### config.mk
export PLATFORM = sky130hd
export DESIGN_NAME = usr_mode_sequencer_flat
export DESIGN_NICKNAME = d
export VERILOG_FILES = /design/src/rtl/usr_mode_sequencer_if.sv /design/src/rtl/usr_mode_sequencer.sv /design/src/flat_wrapper.sv
export SDC_FILE = /design/constraint.sdc
export NUM_CORES = 1
export LEC_CHECK = 0
export CAP_MARGIN = 10
export CORE_MARGIN = 1
export CORE_UTILIZATION = 44
export CTS_CLUSTER_DIAMETER = 80
export DETAILED_ROUTE_END_ITERATION = 6
export PLACE_DENSITY = 0.75
export SYNTH_ARGS = -nofsm -noshare
export SYNTH_HDL_FRONTEND = slang
export SYNTH_SLANG_ARGS = --single-unit
### constraint.sdc
create_clock -name clk -period 1.8 [get_ports clk]
set_clock_uncertainty 0.2 [all_clocks]
set_input_delay 0.36 -clock clk [delete_from_list [all_inputs] [get_ports clk]]
set_output_delay 0.36 -clock clk [all_outputs]
set_load 0.1 [all_outputs]
### src/rtl/usr_mode_sequencer_if.sv
// Command and register-side signal bundle for usr_mode_sequencer.
//   cmd_valid/cmd_ready/cmd_op/cmd_count/cmd_data : command handshake
//   abort                                         : cancel the running command
//   ser_in_r/ser_in_l, ser_out_r/ser_out_l        : serial ports of the register
//   mode_sel, q                                   : mux select and register contents
//   busy/done/aborted                             : status
interface usr_mode_sequencer_if #(
    parameter int unsigned WIDTH = 8,
    parameter int unsigned CNT_W = 4
);
    logic             cmd_valid;
    logic             cmd_ready;
    logic [1:0]       cmd_op;
    logic [CNT_W-1:0] cmd_count;
    logic [WIDTH-1:0] cmd_data;
    logic             abort;
    logic             ser_in_r;
    logic             ser_in_l;
    logic [1:0]       mode_sel;
    logic [WIDTH-1:0] q;
    logic             ser_out_r;
    logic             ser_out_l;
    logic             busy;
    logic             done;
    logic             aborted;

    // Command source / register consumer side.
    modport master (
        output cmd_valid, cmd_op, cmd_count, cmd_data, abort, ser_in_r, ser_in_l,
        input  cmd_ready, mode_sel, q, ser_out_r, ser_out_l, busy, done, aborted
    );

    // Sequencer side.
    modport slave (
        input  cmd_valid, cmd_op, cmd_count, cmd_data, abort, ser_in_r, ser_in_l,
        output cmd_ready, mode_sel, q, ser_out_r, ser_out_l, busy, done, aborted
    );
endinterface

### src/rtl/usr_mode_sequencer.sv
// Command-driven sequencer for a universal shift register.
// Accepts HOLD/SHR/SHL/LOAD commands, applies each for a programmed number of
// cycles while driving the 4:1 mode-mux select, then pulses done.
//   clk, rst_n : clock, asynchronous active-low reset
//   bus        : usr_mode_sequencer_if slave (command, serial, status signals)
module usr_mode_sequencer #(
    parameter int unsigned WIDTH = 8,
    parameter int unsigned CNT_W = 4
) (
    input  logic                  clk,
    input  logic                  rst_n,
    usr_mode_sequencer_if.slave   bus
);

    typedef enum logic [1:0] {
        S_IDLE = 2'd0,
        S_RUN  = 2'd1,
        S_DONE = 2'd2
    } state_e;

    typedef enum logic [1:0] {
        OP_HOLD = 2'd0,
        OP_SHR  = 2'd1,
        OP_SHL  = 2'd2,
        OP_LOAD = 2'd3
    } op_e;

    state_e           state_q, state_d;
    op_e              op_q, op_d;
    logic [WIDTH-1:0] data_q, data_d;
    logic [WIDTH-1:0] q_q, q_d;
    logic [CNT_W-1:0] rem_q, rem_d;
    logic [1:0]       mode_sel_q, mode_sel_d;
    logic             cmd_ready_q, cmd_ready_d;
    logic             busy_q, busy_d;
    logic             done_q, done_d;
    logic             aborted_q, aborted_d;

    // State and output registers.
    always_ff @(posedge clk or negedge rst_n) begin
        if (!rst_n) begin
            state_q     <= S_IDLE;
            op_q        <= OP_HOLD;
            data_q      <= '0;
            q_q         <= '0;
            rem_q       <= '0;
            mode_sel_q  <= 2'd0;
            cmd_ready_q <= 1'b1;
            busy_q      <= 1'b0;
            done_q      <= 1'b0;
            aborted_q   <= 1'b0;
        end else begin
            state_q     <= state_d;
            op_q        <= op_d;
            data_q      <= data_d;
            q_q         <= q_d;
            rem_q       <= rem_d;
            mode_sel_q  <= mode_sel_d;
            cmd_ready_q <= cmd_ready_d;
            busy_q      <= busy_d;
            done_q      <= done_d;
            aborted_q   <= aborted_d;
        end
    end

    // Next-state, datapath and next-output logic.
    always_comb begin
        state_d   = state_q;
        op_d      = op_q;
        data_d    = data_q;
        q_d       = q_q;
        rem_d     = rem_q;
        aborted_d = 1'b0;

        unique case (state_q)
            S_IDLE: begin
                if (bus.cmd_valid) begin
                    op_d   = op_e'(bus.cmd_op);
                    data_d = bus.cmd_data;
                    rem_d  = (op_e'(bus.cmd_op) == OP_LOAD) ? CNT_W'(1) : bus.cmd_count;
                    state_d = (rem_d == '0) ? S_DONE : S_RUN;
                end
            end
            S_RUN: begin
                if (bus.abort) begin
                    // Abort wins over the op: register untouched on this edge.
                    state_d   = S_DONE;
                    aborted_d = 1'b1;
                end else begin
                    unique case (op_q)
                        OP_HOLD: q_d = q_q;
                        OP_SHR:  q_d = {bus.ser_in_r, q_q[WIDTH-1:1]};
                        OP_SHL:  q_d = {q_q[WIDTH-2:0], bus.ser_in_l};
                        OP_LOAD: q_d = data_q;
                        default: q_d = q_q;
                    endcase
                    // RUN is only entered with rem >= 1, so this never wraps.
                    rem_d = rem_q - CNT_W'(1);
                    if (rem_q == CNT_W'(1)) begin
                        state_d = S_DONE;
                    end
                end
            end
            S_DONE: begin
                state_d = S_IDLE;
            end
            default: begin
                state_d = S_IDLE;
            end
        endcase

        // Outputs are registered copies of what the next state implies.
        cmd_ready_d = (state_d == S_IDLE);
        busy_d      = (state_d != S_IDLE);
        done_d      = (state_d == S_DONE);
        mode_sel_d  = (state_d == S_RUN) ? 2'(op_d) : 2'd0;
    end

    assign bus.cmd_ready = cmd_ready_q;
    assign bus.mode_sel  = mode_sel_q;
    assign bus.q         = q_q;
    assign bus.ser_out_r = q_q[0];
    assign bus.ser_out_l = q_q[WIDTH-1];
    assign bus.busy      = busy_q;
    assign bus.done      = done_q;
    assign bus.aborted   = aborted_q;

endmodule
### src/flat_wrapper.sv
// flat-port wrapper written by rule: the top's interface ports become plain ports
module usr_mode_sequencer_flat 
#(
    parameter int unsigned WIDTH = 8,
    parameter int unsigned CNT_W = 4
)
  (clk, rst_n, bus_cmd_valid, bus_cmd_op, bus_cmd_count, bus_cmd_data, bus_abort, bus_ser_in_r, bus_ser_in_l, bus_cmd_ready, bus_mode_sel, bus_q, bus_ser_out_r, bus_ser_out_l, bus_busy, bus_done, bus_aborted);
  usr_mode_sequencer_if #(.WIDTH(WIDTH), .CNT_W(CNT_W)) bus_i ();
  input  logic clk;
  input  logic rst_n;
  input wire logic [$bits(bus_i.cmd_valid)-1:0] bus_cmd_valid;
  input wire logic [$bits(bus_i.cmd_op)-1:0] bus_cmd_op;
  input wire logic [$bits(bus_i.cmd_count)-1:0] bus_cmd_count;
  input wire logic [$bits(bus_i.cmd_data)-1:0] bus_cmd_data;
  input wire logic [$bits(bus_i.abort)-1:0] bus_abort;
  input wire logic [$bits(bus_i.ser_in_r)-1:0] bus_ser_in_r;
  input wire logic [$bits(bus_i.ser_in_l)-1:0] bus_ser_in_l;
  output wire logic [$bits(bus_i.cmd_ready)-1:0] bus_cmd_ready;
  output wire logic [$bits(bus_i.mode_sel)-1:0] bus_mode_sel;
  output wire logic [$bits(bus_i.q)-1:0] bus_q;
  output wire logic [$bits(bus_i.ser_out_r)-1:0] bus_ser_out_r;
  output wire logic [$bits(bus_i.ser_out_l)-1:0] bus_ser_out_l;
  output wire logic [$bits(bus_i.busy)-1:0] bus_busy;
  output wire logic [$bits(bus_i.done)-1:0] bus_done;
  output wire logic [$bits(bus_i.aborted)-1:0] bus_aborted;
  assign bus_i.cmd_valid = bus_cmd_valid;
  assign bus_i.cmd_op = bus_cmd_op;
  assign bus_i.cmd_count = bus_cmd_count;
  assign bus_i.cmd_data = bus_cmd_data;
  assign bus_i.abort = bus_abort;
  assign bus_i.ser_in_r = bus_ser_in_r;
  assign bus_i.ser_in_l = bus_ser_in_l;
  assign bus_cmd_ready = bus_i.cmd_ready;
  assign bus_mode_sel = bus_i.mode_sel;
  assign bus_q = bus_i.q;
  assign bus_ser_out_r = bus_i.ser_out_r;
  assign bus_ser_out_l = bus_i.ser_out_l;
  assign bus_busy = bus_i.busy;
  assign bus_done = bus_i.done;
  assign bus_aborted = bus_i.aborted;
  usr_mode_sequencer #(.WIDTH(WIDTH), .CNT_W(CNT_W)) u_core (.clk(clk), .rst_n(rst_n), .bus(bus_i));
endmodule
==> results of run 1 <==
==> cells by family after synthesis <==
group | share of synthesized area
multiplexers | 0.1377
buffers and inverters | 0.04534
adder cells (fa/ha/maj) | 0.01711
AND/OR/NAND/NOR | 0.1908
AO/OA/AOI/OAI | 0.09496
flip-flops | 0.5141
==> routing by layer <==
metal | vias to the layer above | GRT usage | part of all wire | wire, µm
li1 | 588 | - | - | -
met4 | 0 | 0.1030 | 0.011 | 38
met5 | - | 0 | 0 | 0
met1 | 585 | 0.2222 | 0.39 | 1334
met2 | 56 | 0.3857 | 0.53 | 1804
met3 | 4 | 0.06061 | 0.068 | 230
==> cell usage after synthesis <==
| master | n | area share |
|---|---|---|
| o22ai_1 | 1 | 0.0043 |
| nor3b_1 | 4 | 0.021 |
| or2_2 | 2 | 0.0086 |
| buf_2 | 2 | 0.0068 |
| nand2_1 | 32 | 0.082 |
| o2111a_1 | 1 | 0.0077 |
| mux2i_1 | 10 | 0.068 |
| buf_6 | 1 | 0.0077 |
| a22o_1 | 2 | 0.012 |
| and3_1 | 2 | 0.0086 |
| dfrtp_1 | 29 | 0.50 |
| o2111ai_1 | 1 | 0.0060 |
| o21ai_0 | 3 | 0.010 |
| nor2_1 | 10 | 0.026 |
| buf_4 | 2 | 0.010 |
| nor3_4 | 1 | 0.011 |
| a31oi_1 | 2 | 0.0086 |
| nor3_1 | 3 | 0.010 |
| or3b_2 | 1 | 0.0060 |
| nand2b_1 | 1 | 0.0043 |
| a21oi_1 | 10 | 0.034 |
| o2bb2ai_1 | 1 | 0.0060 |
| ha_1 | 2 | 0.017 |
| mux2_2 | 9 | 0.069 |
| a32oi_1 | 1 | 0.0060 |
| buf_1 | 1 | 0.0026 |
| nor4bb_1 | 1 | 0.0068 |
| nand3_1 | 2 | 0.0068 |
| inv_1 | 5 | 0.013 |
| dfstp_2 | 1 | 0.018 |
| clkbuf_1 | 2 | 0.0051 |
==> cell type report <==
type                            instances  area share
Tap cell                               44     0.02551
Inverter                                5    0.008696
Clock buffer                            7     0.02551
Sequential cell                        30      0.3496
Clock inverter                          1    0.002319
Timing Repair Buffer                   47      0.2899
Multi-Input combinational cell        102      0.2986
==> state kept, by name, summed over array words and instances, names as in the netlist <==
signal,cells
u_core.rem_q,4
u_core.bus.busy,1
u_core.bus.cmd_ready,1
u_core.bus.mode_sel,2
u_core.bus.done,1
u_core.bus.aborted,1
u_core.state_q,2
u_core.data_q,8
u_core.op_q,2
u_core.bus.q,8
==> worst paths after layout <==
path                                   startpoint                    to  slack, ns  depth (start not counted)
worst min-delay path                        rst_n      u_core.data_q[3]       0.20                          2
worst min register to register   u_core.data_q[6]      u_core.data_q[6]       0.29                          2
max in group asynchronous                   rst_n  u_core.bus.cmd_ready       0.97                          2
worst max register to register  u_core.state_q[1]       u_core.bus.q[2]        0.1                          4
worst max-delay path            u_core.state_q[1]       u_core.bus.q[2]        0.1                          4
min in group clk                 u_core.data_q[6]      u_core.data_q[6]       0.29                          2
==> critical path: cells and delay by family, from the launching register on <==
kind | cells | cell delay (ns)
flops | 1 | 0.47
simple gates | 2 | 0.45
mux | 1 | 0.33
buf+inv | 1 | 0.15
==> stage by stage <==
step | hold slack, ns | utilization | instance area, µm² | cells | setup WS, ns
floorplan | -0.1356 | - | 1465 | 145 | 0.1060
finish | 0.1998 | 0.6956 | 2158 | 236 | 0.09755
global placement | 0.2603 | 0.6762 | 2098 | 228 | -0.1506
detailed placement | 0.2668 | 0.6762 | 2098 | 228 | -0.1913
CTS | 0.1978 | 0.6956 | 2158 | 236 | 0.1070
global route | 0.1919 | 0.6956 | 2158 | 236 | 0.05327
==> qor.yml, run 1 <==
routing:
  vias: 1233
  drt_wl_total_um: 3407
  drtIter0Drc: 39
  post_drt_via_cell_ratio: 5.225
  ant_nets: 0
  drt_pass1_iterations: 4
  drc: 0
  wire_per_inst_um: 14.44
die:
  core_area_mm2: 0.003103
  die_w_um: 59.66
  start_util: 0.4714
  io_pins: 36
  num_rows: 20
  dieHeight_um: 59.66
  design.die.area_mm2: 0.003559
layout:
  syn_to_final_growth_pct: 47.56
  multi_input_area_um2: 644.4
  fill_cells: 272
  regArea_um2: 754.5
  final_nets: 213
  layout_commonest_cell: "nand2_1"
  diodes: 0
  drive_above_1_share: 0.2656
  layout_common_cells: "nand2_1 (32), dfrtp_1 (27), clkdlybuf4s50_1 (19), buf_12 (18)"
clocking:
  cts_tree: "done"
  cts_hold_buf: 0
  path_clk_slew_ns: 0.09
  cts-root-buf: "clkbuf_4"
  postCtsResizedCells: 0
  postCtsSetupBuffers: 0
  htree_levels: 2
  cts.sinks: 30
  clock_insertion_delay_worst_skew_ns: 0.32
  numCtsBuffers: 5
  clk_path_buf_depth: 2
timing:
  relSlewSlack: 0.7682
  period_needed_ns: 1.702
  tightest_slew_ns: 0.3431
  max_freq_mhz: 587.4
  rsz0062_at_grt: "false"
  setup-tns-final_ns: 0
  slew_viol_final: 0
  hold_viol_final: 0
  setup_viol: 0
  fin_crit_sh: 0.9458
grt:
  grt_pass1_wl_um: 5437
  grt_usage: 0.2123
  first_global_vias: 1218
  grt_max_degree: 31
  antenna_found_initial: 0
  grt_overflow: 0
synthesis:
  synthesis.nets: 167
  avgSynthCellArea_um2: 10.09
  synthCells: 145
  synth_warnings: 0
  synth_cell_types: 31
  syn_area_mm2: 0.001463
  ys_ff_latch: 30
  ys_seq_area_frac: 0.5141
critical_path:
  critPathCaptureType: "flip-flop"
  worstSetupStartpointType: "flip-flop"
  crit_fanout: 8
  path_cells: "nand2b_1 > nor3_4 > buf_12 > mux2_2"
  cp_data_arrival_time_ns: 1.71
  required_ns: 1.81
  slowest_stage: "dfrtp_1"
  path_class: "flip-flop to flip-flop"
  cpPeakStageDelay_ns: 0.47
flow_run:
  max-cap-violations: 0
placed_design:
  port_buffers: 35
  hpwl_um: 2566
  globalplace.congestion: 0.8284
hold_path:
  hold_class: "input port to asynchronous set/reset pin"
status:
  outcome: "finished clean"
Power of run 1 is left out: the tool's default activity adds up to more than one toggle a clock period on the data nets, which glitch-free logic cannot reach.
==> inputs of run 2 (changes only) <==
--- a/config.mk
+++ b/config.mk
@@ -10,6 +10,7 @@
 export CORE_UTILIZATION = 44
 export CTS_CLUSTER_DIAMETER = 80
 export DETAILED_ROUTE_END_ITERATION = 6
+export HOLD_SLACK_MARGIN = 0.05
 export PLACE_DENSITY = 0.75
 export SYNTH_ARGS = -nofsm -noshare
 export SYNTH_HDL_FRONTEND = slang
==> results of run 2 <==
Final layout, timing and power as in run 1 (identical DEF).
Power of run 2 is left out for the same reason.
==> inputs of run 3 (changes only) <==
--- a/config.mk
+++ b/config.mk
@@ -11,7 +11,8 @@
 export CTS_CLUSTER_DIAMETER = 80
 export DETAILED_ROUTE_END_ITERATION = 6
 export HOLD_SLACK_MARGIN = 0.05
-export PLACE_DENSITY = 0.75
+export PLACE_DENSITY = 0.81
 export SYNTH_ARGS = -nofsm -noshare
 export SYNTH_HDL_FRONTEND = slang
 export SYNTH_SLANG_ARGS = --single-unit
+export TNS_END_PERCENT = 10
==> run 3 against run 2 <==
  * Non-clock buffer count is 2 higher
  * Cell count is 0.85% higher
  * First-iteration DRC count is 41% higher
==> qor.yml, run 3 (synthesis gave the netlist of run 1 again) <==
placed_design:
  globalplace.congestion: 0.8123  # was 0.8284
  hpwl_um: 2504  # was 2566 µm
  place_ws_ns: -0.1910  # was -0.1913 ns
  post_dp_cell_area_mm2: 0.002087  # was 0.002098 mm²
  port_buffers: 35  # unchanged
critical_path:
  worstSetupEndpoint: "u_core.bus.q[6]"  # was u_core.bus.q[2]
  r2r_slack_ns: 0.1  # about the same
  reg2reg_to: "u_core.bus.q[6]"  # was u_core.bus.q[2]
  critPathCaptureType: "flip-flop"  # unchanged
  path_cells: "nand2b_1 > nor3_4 > buf_4 > mux2_2"  # was nand2b_1 > nor3_4 > buf_12 > mux2_2
  slowest_stage: "dfrtp_1"  # unchanged
  crit_start: "u_core.state_q[1]"  # unchanged
  cpPeakStageDelay_ns: 0.45  # was 0.47 ns
  required_ns: 1.81  # about the same
  worstSetupStartpointType: "flip-flop"  # unchanged
  cp_data_arrival_time_ns: 1.71  # about the same
  r2r_cells: 4  # unchanged
  crit_fanout: 7  # was 8
  regToRegStartpoint: "u_core.state_q[1]"  # unchanged
  path_class: "flip-flop to flip-flop"  # unchanged
timing:
  hold_viol_final: 0  # unchanged
  max_freq_mhz: 587.2  # was 587.4 MHz
  timing.hold.ws_ns: 0.1999  # was 0.1998 ns
  setup-tns-final_ns: 0  # unchanged
  rsz0062_at_grt: "false"  # unchanged
  relSlewSlack: 0.7484  # was 0.7682
  finalWorstSetupSlack_ns: 0.09694  # was 0.09755 ns
  slew_viol_final: 0  # unchanged
  setup_viol: 0  # unchanged
  tightest_slew_ns: 0.3774  # was 0.3431 ns
  period_needed_ns: 1.703  # was 1.702 ns
  fin_crit_sh: 0.9461  # was 0.9458
layout:
  syn_to_final_growth_pct: 46.71  # was 47.56%
  multi_input_area_um2: 644.4  # unchanged
  layout_common_cells: "nand2_1 (32), dfrtp_1 (28), clkdlybuf4s50_1 (19), buf_12 (16), buf_4 (14)"  # was nand2_1 (32), dfrtp_1 (27), clkdlybuf4s50_1 (19), buf_12 (18)
  design_area_mm2: 0.002146  # was 0.002158 mm²
  layout_commonest_cell: "nand2_1"  # unchanged
  drive_above_1_share: 0.2629  # was 0.2656
  fill_cells: 259  # was 272
  diodes: 0  # unchanged
  regArea_um2: 753.2  # was 754.5 µm²
  final_nets: 215  # was 213
grt:
  grt_overflow: 0  # unchanged
  grt_pass1_wl_um: 5623  # was 5437 µm
  grt_max_degree: 31  # unchanged
  grt_usage: 0.2230  # was 0.2123
  antenna_found_initial: 0  # unchanged
  first_global_vias: 1213  # was 1218
clocking:
  path_clk_slew_ns: 0.09  # about the same
  cts-root-buf: "clkbuf_4"  # unchanged
  cts.sinks: 30  # unchanged
  clk_path_buf_depth: 2  # unchanged
  htree_levels: 2  # unchanged
  cts_tree: "done"  # unchanged
  numCtsBuffers: 5  # unchanged
  postCtsSetupBuffers: 0  # unchanged
  clock_insertion_delay_worst_skew_ns: 0.33  # was 0.32 ns
  cts_hold_buf: 0  # unchanged
  postCtsResizedCells: 0  # unchanged
die:
  core_area_mm2: 0.003103  # unchanged
  num_rows: 20  # unchanged
  dieHeight_um: 59.66  # unchanged
  io_pins: 36  # unchanged
  die_w_um: 59.66  # unchanged
  start_util: 0.4714  # unchanged
  design.die.area_mm2: 0.003559  # unchanged
status:
  outcome: "finished clean"  # unchanged
routing:
  drt_wl_total_um: 3330  # was 3407 µm
  vias: 1254  # was 1233
  wire_per_inst_um: 13.99  # was 14.44 µm
  drt_pass1_iterations: 5  # was 4
  drc: 0  # unchanged
  ant_nets: 0  # unchanged
  drtIter0Drc: 55  # was 39
  post_drt_via_cell_ratio: 5.269  # was 5.225
flow_run:
  max-cap-violations: 0  # unchanged
hold_path:
  hold_class: "input port to asynchronous set/reset pin"  # unchanged
==> run 3: cell type report <==
type | instances | share of cell area
clock buffer | 8 | 0.02741
inverter | 5 | 0.008746
multi-input combinational | 102 | 0.3003
sequential | 30 | 0.3510
tap | 44 | 0.02566
timing repair buffer | 49 | 0.2869
==> run 3: how the worst min path moves through the flow <==
stage	start	to	slack (ns)	depth (start not counted)
CTS	rst_n	u_core.data_q[4]	0.21	2
floorplan	rst_n	u_core.bus.aborted	-0.14	0
global placement	u_core.data_q[2]	u_core.data_q[2]	0.26	2
finish	rst_n	u_core.data_q[4]	0.20	2
global route	rst_n	u_core.data_q[4]	0.22	2
detailed placement	u_core.data_q[5]	u_core.data_q[5]	0.27	2
==> run 3: per-stage QoR <==
| stage | utilization | instances |
|---|---|---|
| after global placement | 0.6726 | 230 |
| after global routing | 0.6915 | 238 |
| final | 0.6915 | 238 |
| after detailed placement | 0.6726 | 230 |
| after floorplan | - | 145 |
| after CTS | 0.6915 | 238 |
==> run 3: critical path: cells and delay by family (launching register included) <==
family	cells	cell delay (ns)
buffers and inverters	1	0.18
DFF	1	0.45
muxes	1	0.34
and+or+nand+nor	2	0.41
==> run 3: layer usage <==
metal | global-route usage | up-vias | share of wire
met4 | 0.1362 | 0 | 0.023
met1 | 0.2681 | 597 | 0.39
li1 | - | 595 | -
met3 | 0.05411 | 9 | 0.065
met5 | 0 | - | 0
met2 | 0.3603 | 53 | 0.52
Power of run 3 is left out for the same reason.
